--- src/rtl/hazard_dest_tracker_pkg.sv ---
//------------------------------------------------------------------------------
// hazard_dest_tracker_pkg: shared types and constants for the hazard tracker.
// Revision: 1.0
//------------------------------------------------------------------------------
`default_nettype none

package hazard_dest_tracker_pkg;
   localparam int REG_BITS         = 3;
   localparam int NUM_REGS         = 1 << REG_BITS;
   localparam int NUM_TRACK_STAGES = 3;

   typedef struct packed {
      logic                valid;
      logic [REG_BITS-1:0] rd;
   } stage_entry_t;

   localparam stage_entry_t EMPTY_ENTRY = '{valid: 1'b0, rd: '0};

   function automatic logic [NUM_REGS-1:0] rd_onehot(input stage_entry_t e);
      rd_onehot = e.valid ? (NUM_REGS'(1) << e.rd) : '0;
   endfunction
endpackage

`default_nettype wire

--- src/rtl/hazard_stage_entry.sv ---
//------------------------------------------------------------------------------
// hazard_stage_entry: one tracked {valid, rd} slot with source-match output.
// Revision: 1.0
//------------------------------------------------------------------------------
`default_nettype none

module hazard_stage_entry
   import hazard_dest_tracker_pkg::*;
(
   input  logic                clk,
   input  logic                rst,
   input  logic                load_i,
   input  logic                clear_i,
   input  stage_entry_t        entry_i,
   input  logic [REG_BITS-1:0] rs_i,
   input  logic                rs_used_i,
   input  logic [REG_BITS-1:0] rt_i,
   input  logic                rt_used_i,
   output stage_entry_t        entry_o,
   output logic                match_o
);
   stage_entry_t entry_q;
   stage_entry_t entry_d;

   always_comb begin
      entry_d = entry_q;
      if (clear_i) begin
         entry_d = EMPTY_ENTRY;
      end else if (load_i) begin
         entry_d = entry_i;
      end
   end

   always_ff @(posedge clk or posedge rst) begin
      if (rst) begin
         entry_q <= EMPTY_ENTRY;
      end else begin
         entry_q <= entry_d;
      end
   end

   // An invalid slot never matches, whatever stale rd it might hold.
   assign match_o = entry_q.valid &
                    ((rs_used_i & (entry_q.rd == rs_i)) |
                     (rt_used_i & (entry_q.rd == rt_i)));
   assign entry_o = entry_q;
endmodule

`default_nettype wire

--- src/rtl/hazard_dest_tracker.sv ---
//------------------------------------------------------------------------------
// hazard_dest_tracker: tracks in-flight destinations, raises decode stall.
// Revision: 1.0
//------------------------------------------------------------------------------
`default_nettype none

module hazard_dest_tracker
   import hazard_dest_tracker_pkg::*;
#(
   parameter int CNT_BITS = 16
) (
   input  logic                clk,
   input  logic                rst,
   input  logic                advance_i,
   input  logic                flush_i,
   input  logic                id_valid_i,
   input  logic                id_writes_i,
   input  logic [REG_BITS-1:0] id_rd_i,
   input  logic [REG_BITS-1:0] id_rs_i,
   input  logic                id_rs_used_i,
   input  logic [REG_BITS-1:0] id_rt_i,
   input  logic                id_rt_used_i,
   output logic                stall_o,
   output logic [REG_BITS-1:0] rdIDEX_o,
   output logic [REG_BITS-1:0] rdEXMEM_o,
   output logic [REG_BITS-1:0] rdMEMWB_o,
   output logic                vIDEX_o,
   output logic                vEXMEM_o,
   output logic                vMEMWB_o,
   output logic [NUM_REGS-1:0] pending_o,
   output logic [CNT_BITS-1:0] stall_count_o
);
   localparam logic [CNT_BITS-1:0] CNT_MAX = '1;

   stage_entry_t                w_entry [NUM_TRACK_STAGES];
   logic [NUM_TRACK_STAGES-1:0] w_match;
   stage_entry_t                w_idex_d;
   logic                        w_stall;
   logic [NUM_REGS-1:0]         w_pending;
   logic [CNT_BITS-1:0]         stall_count_q;
   logic [CNT_BITS-1:0]         stall_count_d;

   assign w_stall = id_valid_i & ~flush_i & (|w_match);

   // Stalled, flushed or non-writing decode slots enter ID/EX as bubbles.
   always_comb begin
      w_idex_d = EMPTY_ENTRY;
      if (id_valid_i & id_writes_i & ~w_stall & ~flush_i) begin
         w_idex_d = '{valid: 1'b1, rd: id_rd_i};
      end
   end

   for (genvar i = 0; i < NUM_TRACK_STAGES; i++) begin : g_stage
      stage_entry_t w_in;
      logic         w_clear;
      if (i == 0) begin : g_head
         assign w_in    = w_idex_d;
         assign w_clear = ~advance_i & flush_i;
      end else begin : g_tail
         assign w_in    = w_entry[i-1];
         assign w_clear = 1'b0;
      end

      hazard_stage_entry u_entry (
         .clk       (clk),
         .rst       (rst),
         .load_i    (advance_i),
         .clear_i   (w_clear),
         .entry_i   (w_in),
         .rs_i      (id_rs_i),
         .rs_used_i (id_rs_used_i),
         .rt_i      (id_rt_i),
         .rt_used_i (id_rt_used_i),
         .entry_o   (w_entry[i]),
         .match_o   (w_match[i])
      );
   end

   always_comb begin
      w_pending = '0;
      for (int s = 0; s < NUM_TRACK_STAGES; s++) begin
         w_pending = w_pending | rd_onehot(w_entry[s]);
      end
   end

   always_comb begin
      stall_count_d = stall_count_q;
      if (advance_i && w_stall && (stall_count_q != CNT_MAX)) begin
         stall_count_d = stall_count_q + 1'b1;
      end
   end

   always_ff @(posedge clk or posedge rst) begin
      if (rst) begin
         stall_count_q <= '0;
      end else begin
         stall_count_q <= stall_count_d;
      end
   end

   assign stall_o       = w_stall;
   assign pending_o     = w_pending;
   assign stall_count_o = stall_count_q;
   assign rdIDEX_o      = w_entry[0].rd;
   assign rdEXMEM_o     = w_entry[1].rd;
   assign rdMEMWB_o     = w_entry[2].rd;
   assign vIDEX_o       = w_entry[0].valid;
   assign vEXMEM_o      = w_entry[1].valid;
   assign vMEMWB_o      = w_entry[2].valid;
endmodule

`default_nettype wire

--- config.mk ---
export PLATFORM = sky130hd
export DESIGN_NAME = hazard_dest_tracker
export DESIGN_NICKNAME = d
export VERILOG_FILES = /design/src/rtl/hazard_dest_tracker_pkg.sv /design/src/rtl/hazard_stage_entry.sv /design/src/rtl/hazard_dest_tracker.sv
export SDC_FILE = /design/constraint.sdc
export NUM_CORES = 1
export LEC_CHECK = 0
export CAP_MARGIN = 10
export CORE_ASPECT_RATIO = 1.5
export CORE_UTILIZATION = 47
export DETAILED_ROUTE_END_ITERATION = 12
export PLACE_DENSITY = 0.8
export SLEW_MARGIN = 20
export SYNTH_ARGS = -nofsm -noshare
export SYNTH_HDL_FRONTEND = slang
export SYNTH_HIERARCHICAL = 1
export SYNTH_SLANG_ARGS = --single-unit
--- constraint.sdc ---
create_clock -name clk -period 2.3 [get_ports clk]
set_input_delay 0.46 -clock clk [delete_from_list [all_inputs] [get_ports clk]]
set_output_delay 0.46 -clock clk [all_outputs]
set_load 0.05 [all_outputs]
==> summary.txt <==
Finish
  – Cell area after layout: 0.002728 mm2
  – Antenna cell count: 0
  – Synth-to-layout area growth: 48.00%
  – Layout cell share with drive strength beyond 1: a little over a fifth
  – Final-stage net count: around 290
  – Filler Cells Inserted: 276

Yosys
  – Sequential element share of the synthesized area: 38.02%
  – Number of flops mapped to enable cells by yosys: 0
  – Post-synth top area cell: sky130_fd_sc_hd__dfrtp_1
  – Top flip-flop cell by instance count after synthesis: sky130_fd_sc_hd__dfrtp_1
  – Top cells by area, synth: sky130_fd_sc_hd__dfrtp_1 (38%), sky130_fd_sc_hd__xnor2_1 (10%), sky130_fd_sc_hd__mux2i_1 (6.5%)
  – Fraction of registers with async set or reset after synthesis: 100.0%
  – Synth top area share: between 30% and 40%
  – Commonest cells in the netlist: sky130_fd_sc_hd__dfrtp_1 (28), sky130_fd_sc_hd__xnor2_1 (21), sky130_fd_sc_hd__nor2_1 (14), sky130_fd_sc_hd__mux2i_1 (12), sky130_fd_sc_hd__nand4_1 (11)
  – Number of unique standard cell types used by synthesis: 44
  – Synthesized flop and latch total: 28
  – Post-synthesis average cell area: 9.856 um2
  – Cell with the most instances after synthesis: sky130_fd_sc_hd__dfrtp_1
  – Number of cells produced by synthesis: ~190
  – Summed instance area of the synthesized netlist: around 0.0018 mm2
  – Count of warnings emitted by yosys: 6

Place
  – Quantity of I/O buffers inserted on ports: between 50 and 60
  – Placed Area: about 0.0026 mm2
  – Pre-CTS setup slack: -0.4756 ns
  – HPWL after detailed placement: 3856 um
  – Global placement routability congestion: 0.8033

Clock network
  – Clock slew at reported path FFs: roughly 0.09 ns
  – CTS buffer count: 3
  – Number of buffers on the longest clock path: 2
  – Clock root buffer: sky130_fd_sc_hd__clkbuf_8
  – TritonCTS clock tree: built
  – Insertion delay of the later-clocked pin in the worst-skew pair: 0.28 ns
  – Deepest level of the CTS H-tree: 1
  – Number of sinks on the clock net: 28

Global routing
  – Remaining global-route overflow: 0
  – Initial antenna violation count: 0
  – Global-route wire length before repair: slightly below 8000 um
  – Largest net degree at the start of global routing: 17
  – Via count of the first global-routing pass: 1707
  – Aggregate global-route resource usage: approximately 26%

Setup path
  – Maximum fanout along the worst path: 3
  – Element type at the critical path start: input pin
  – Endpoint kind of the worst setup timing path: primary output
  – Critical path data required time: 1.84 ns
  – Maximum single-stage delay on the critical path: about 0.29 ns
  – CP Class: input pin to primary output
  – FF-to-FF Start: g_stage[0].u_entry/entry_o[0]
  – Category of cells accounting for the largest share of critical-path delay: buffers and inverters
  – Worst path slowest cell: sky130_fd_sc_hd__dlygate4sd2_1
  – CP cell instances: dlygate4sd2_1, xnor2_1, nand4_1, a21boi_1, nor3_2, buf_4, nor3b_4, buf_6
  – Combined buffer and inverter count along the critical path: 3
  – Worst EP arrival: 1.82 ns
  – First element of the critical path: id_rt_i[0]

Power and ir drop
  – Peak ir drop on the vdd network: about 0.00038 V
  – Leakage component of the power: 1.220 nW
  – Pwr Density: 354.8 mW/mm2

Floorplan
  – Width of the die: approximately 53 um
  – Chip Height: 78.70 um
  – IO Count: 54
  – Number of cell rows: 27
  – Area of the core region: about 0.0037 mm2
  – Die area: roughly 0.0042 mm2
  – Initial Util: 49.60%

Timing
  – Post-route clock period utilization: roughly 99%
  – Max-Slew Margin vs Limit: 56.63%
  – Setup-violating endpoint count in the final report: 0
  – Unrepaired setup endpoints after global routing: yes
  – Hold Vio Cnt, Final: 0
  – Least setup slack across all paths after layout: 0.01666 ns
  – Worst setup skew after layout: 0.001924 ns
  – Number of slew-limit violations in the final report: 0
  – Final total negative setup slack: 0 ns
  – Max Clock Freq: 0.4380 GHz
  – Final critical-path required period: between 2 and 2.5 ns
  – Worst-margin pin slew: 0.6499 ns

Status
  – Outcome: finished clean

Route
  – Post-detailed-route DRC marker count: 0
  – Total length of routed wires: roughly 5000 um
  – Initial drt markers: 35
  – Routed length per instance: 16.13 um
  – Total number of vias: around 1700
  – Number of optimization iterations in the first detailed-route pass: 4
  – Count of nets left with antenna violations after detail routing: 0
  – Routed vias/inst: 5.590

Hold path
  – Hold/Removal Path Class: input pin to asynchronous set/reset pin

Job
  – MaxCap Viol Count: 0
==> flip-flops by register name, summed over array words and instances, names as in the netlist <==
name,cells
stall_count_o,16
g_stage.u_entry/entry_o,12
==> logic make-up after synthesis <==
| group | Yosys count | share of synthesized area [%] |
|---|---|---|
| flops | 28 | 38.02 |
| simple gates | 85 | 29.40 |
| mux | 15 | 8.554 |
| other cells | 1 | 0.2035 |
| fa+ha+maj | 1 | 0.6788 |
| compound gates | 16 | 6.381 |
| xor+xnor | 30 | 14.26 |
| buf+inv | 11 | 2.512 |
==> path summary, 6_finish.rpt <==
check                      slack [ns]  cells past startpoint                       endpoint
setup / recovery                 0.02                      8                        stall_o
hold / removal                   0.50                      2  g_stage[0].u_entry/entry_o[3]
setup reg to reg                 0.10                      8              stall_count_o[12]
hold reg to reg                  0.53                      1              stall_count_o[15]
max in group asynchronous        1.17                      2               stall_count_o[8]
min in group clk                 0.53                      1              stall_count_o[15]
==> report_power, final <==
group	internal, mW	switching [mW]	total (mW)
clock network	0.154	0.156	0.310
logic	0.0672	0.0856	0.153
registers	0.498	0.00762	0.505
total	0.718	0.249	0.968
==> cell usage in the layout (no fill, tap or decap), types with 2 or more instances in the layout <==
cell type,instances
sky130_fd_sc_hd__xnor2_1,19
sky130_fd_sc_hd__conb_1,8
sky130_fd_sc_hd__and2_1,4
sky130_fd_sc_hd__buf_4,23
sky130_fd_sc_hd__inv_1,7
sky130_fd_sc_hd__nor2_1,14
sky130_fd_sc_hd__nand2b_1,5
sky130_fd_sc_hd__dfrtp_1,25
sky130_fd_sc_hd__mux2i_1,12
sky130_fd_sc_hd__o211ai_1,2
sky130_fd_sc_hd__clkbuf_8,4
sky130_fd_sc_hd__nor2b_1,2
sky130_fd_sc_hd__nor4b_1,2
sky130_fd_sc_hd__o21ai_1,2
sky130_fd_sc_hd__o31ai_2,2
sky130_fd_sc_hd__nor3_1,9
sky130_fd_sc_hd__nand2_1,10
sky130_fd_sc_hd__clkdlybuf4s50_1,36
sky130_fd_sc_hd__dlygate4sd2_1,5
sky130_fd_sc_hd__buf_12,5
sky130_fd_sc_hd__xnor2_2,2
sky130_fd_sc_hd__nand4b_1,3
sky130_fd_sc_hd__dfrtp_2,3
sky130_fd_sc_hd__nand4_2,2
sky130_fd_sc_hd__a21boi_2,2
sky130_fd_sc_hd__clkbuf_2,2
sky130_fd_sc_hd__nor3b_1,3
sky130_fd_sc_hd__and4_1,2
sky130_fd_sc_hd__nand3_1,5
sky130_fd_sc_hd__nor4_1,3
sky130_fd_sc_hd__nand4_1,11
sky130_fd_sc_hd__xor2_1,9
==> final cells by class <==
class                      instances  area [um2]  area share, %
clock buffer                       4       55.05          2.018
inverter                           7       26.28         0.9633
multi-input combinational        155        1179          43.21
sequential                        28       704.4          25.83
tap                               43       53.80          1.972
timing repair buffer              73       709.4          26.01
==> through the flow <==
stage,power (mW),std cells,hold WS [ns],utilization [%]
after CTS,0.9675,309,0.4927,72.79
after floorplan,0.5981,194,0.2261,-
final,0.9678,310,0.4989,73.40
after detailed placement,0.6685,304,0.5069,70.98
after global placement,0.6658,304,0.4996,70.98
after global routing,1.007,310,0.5122,73.40
==> metal layers <==
layer,up-vias,part of all wire [%],track usage [%],wire [um]
li1,826,-,-,-
met1,836,41,28.31,2044
met2,65,53,48.61,2674
met3,6,4.3,2.299,214
met4,0,1.3,7.895,67
met5,-,0,0,0
==> repair_timing <==
item	CTS	global route
resized for setup	13	10
setup buffers	1	1
endpoints found under the setup margin	14	3
pin swaps	4	9
hold buffers	0	0
Power figures use the tool's default switching activity.
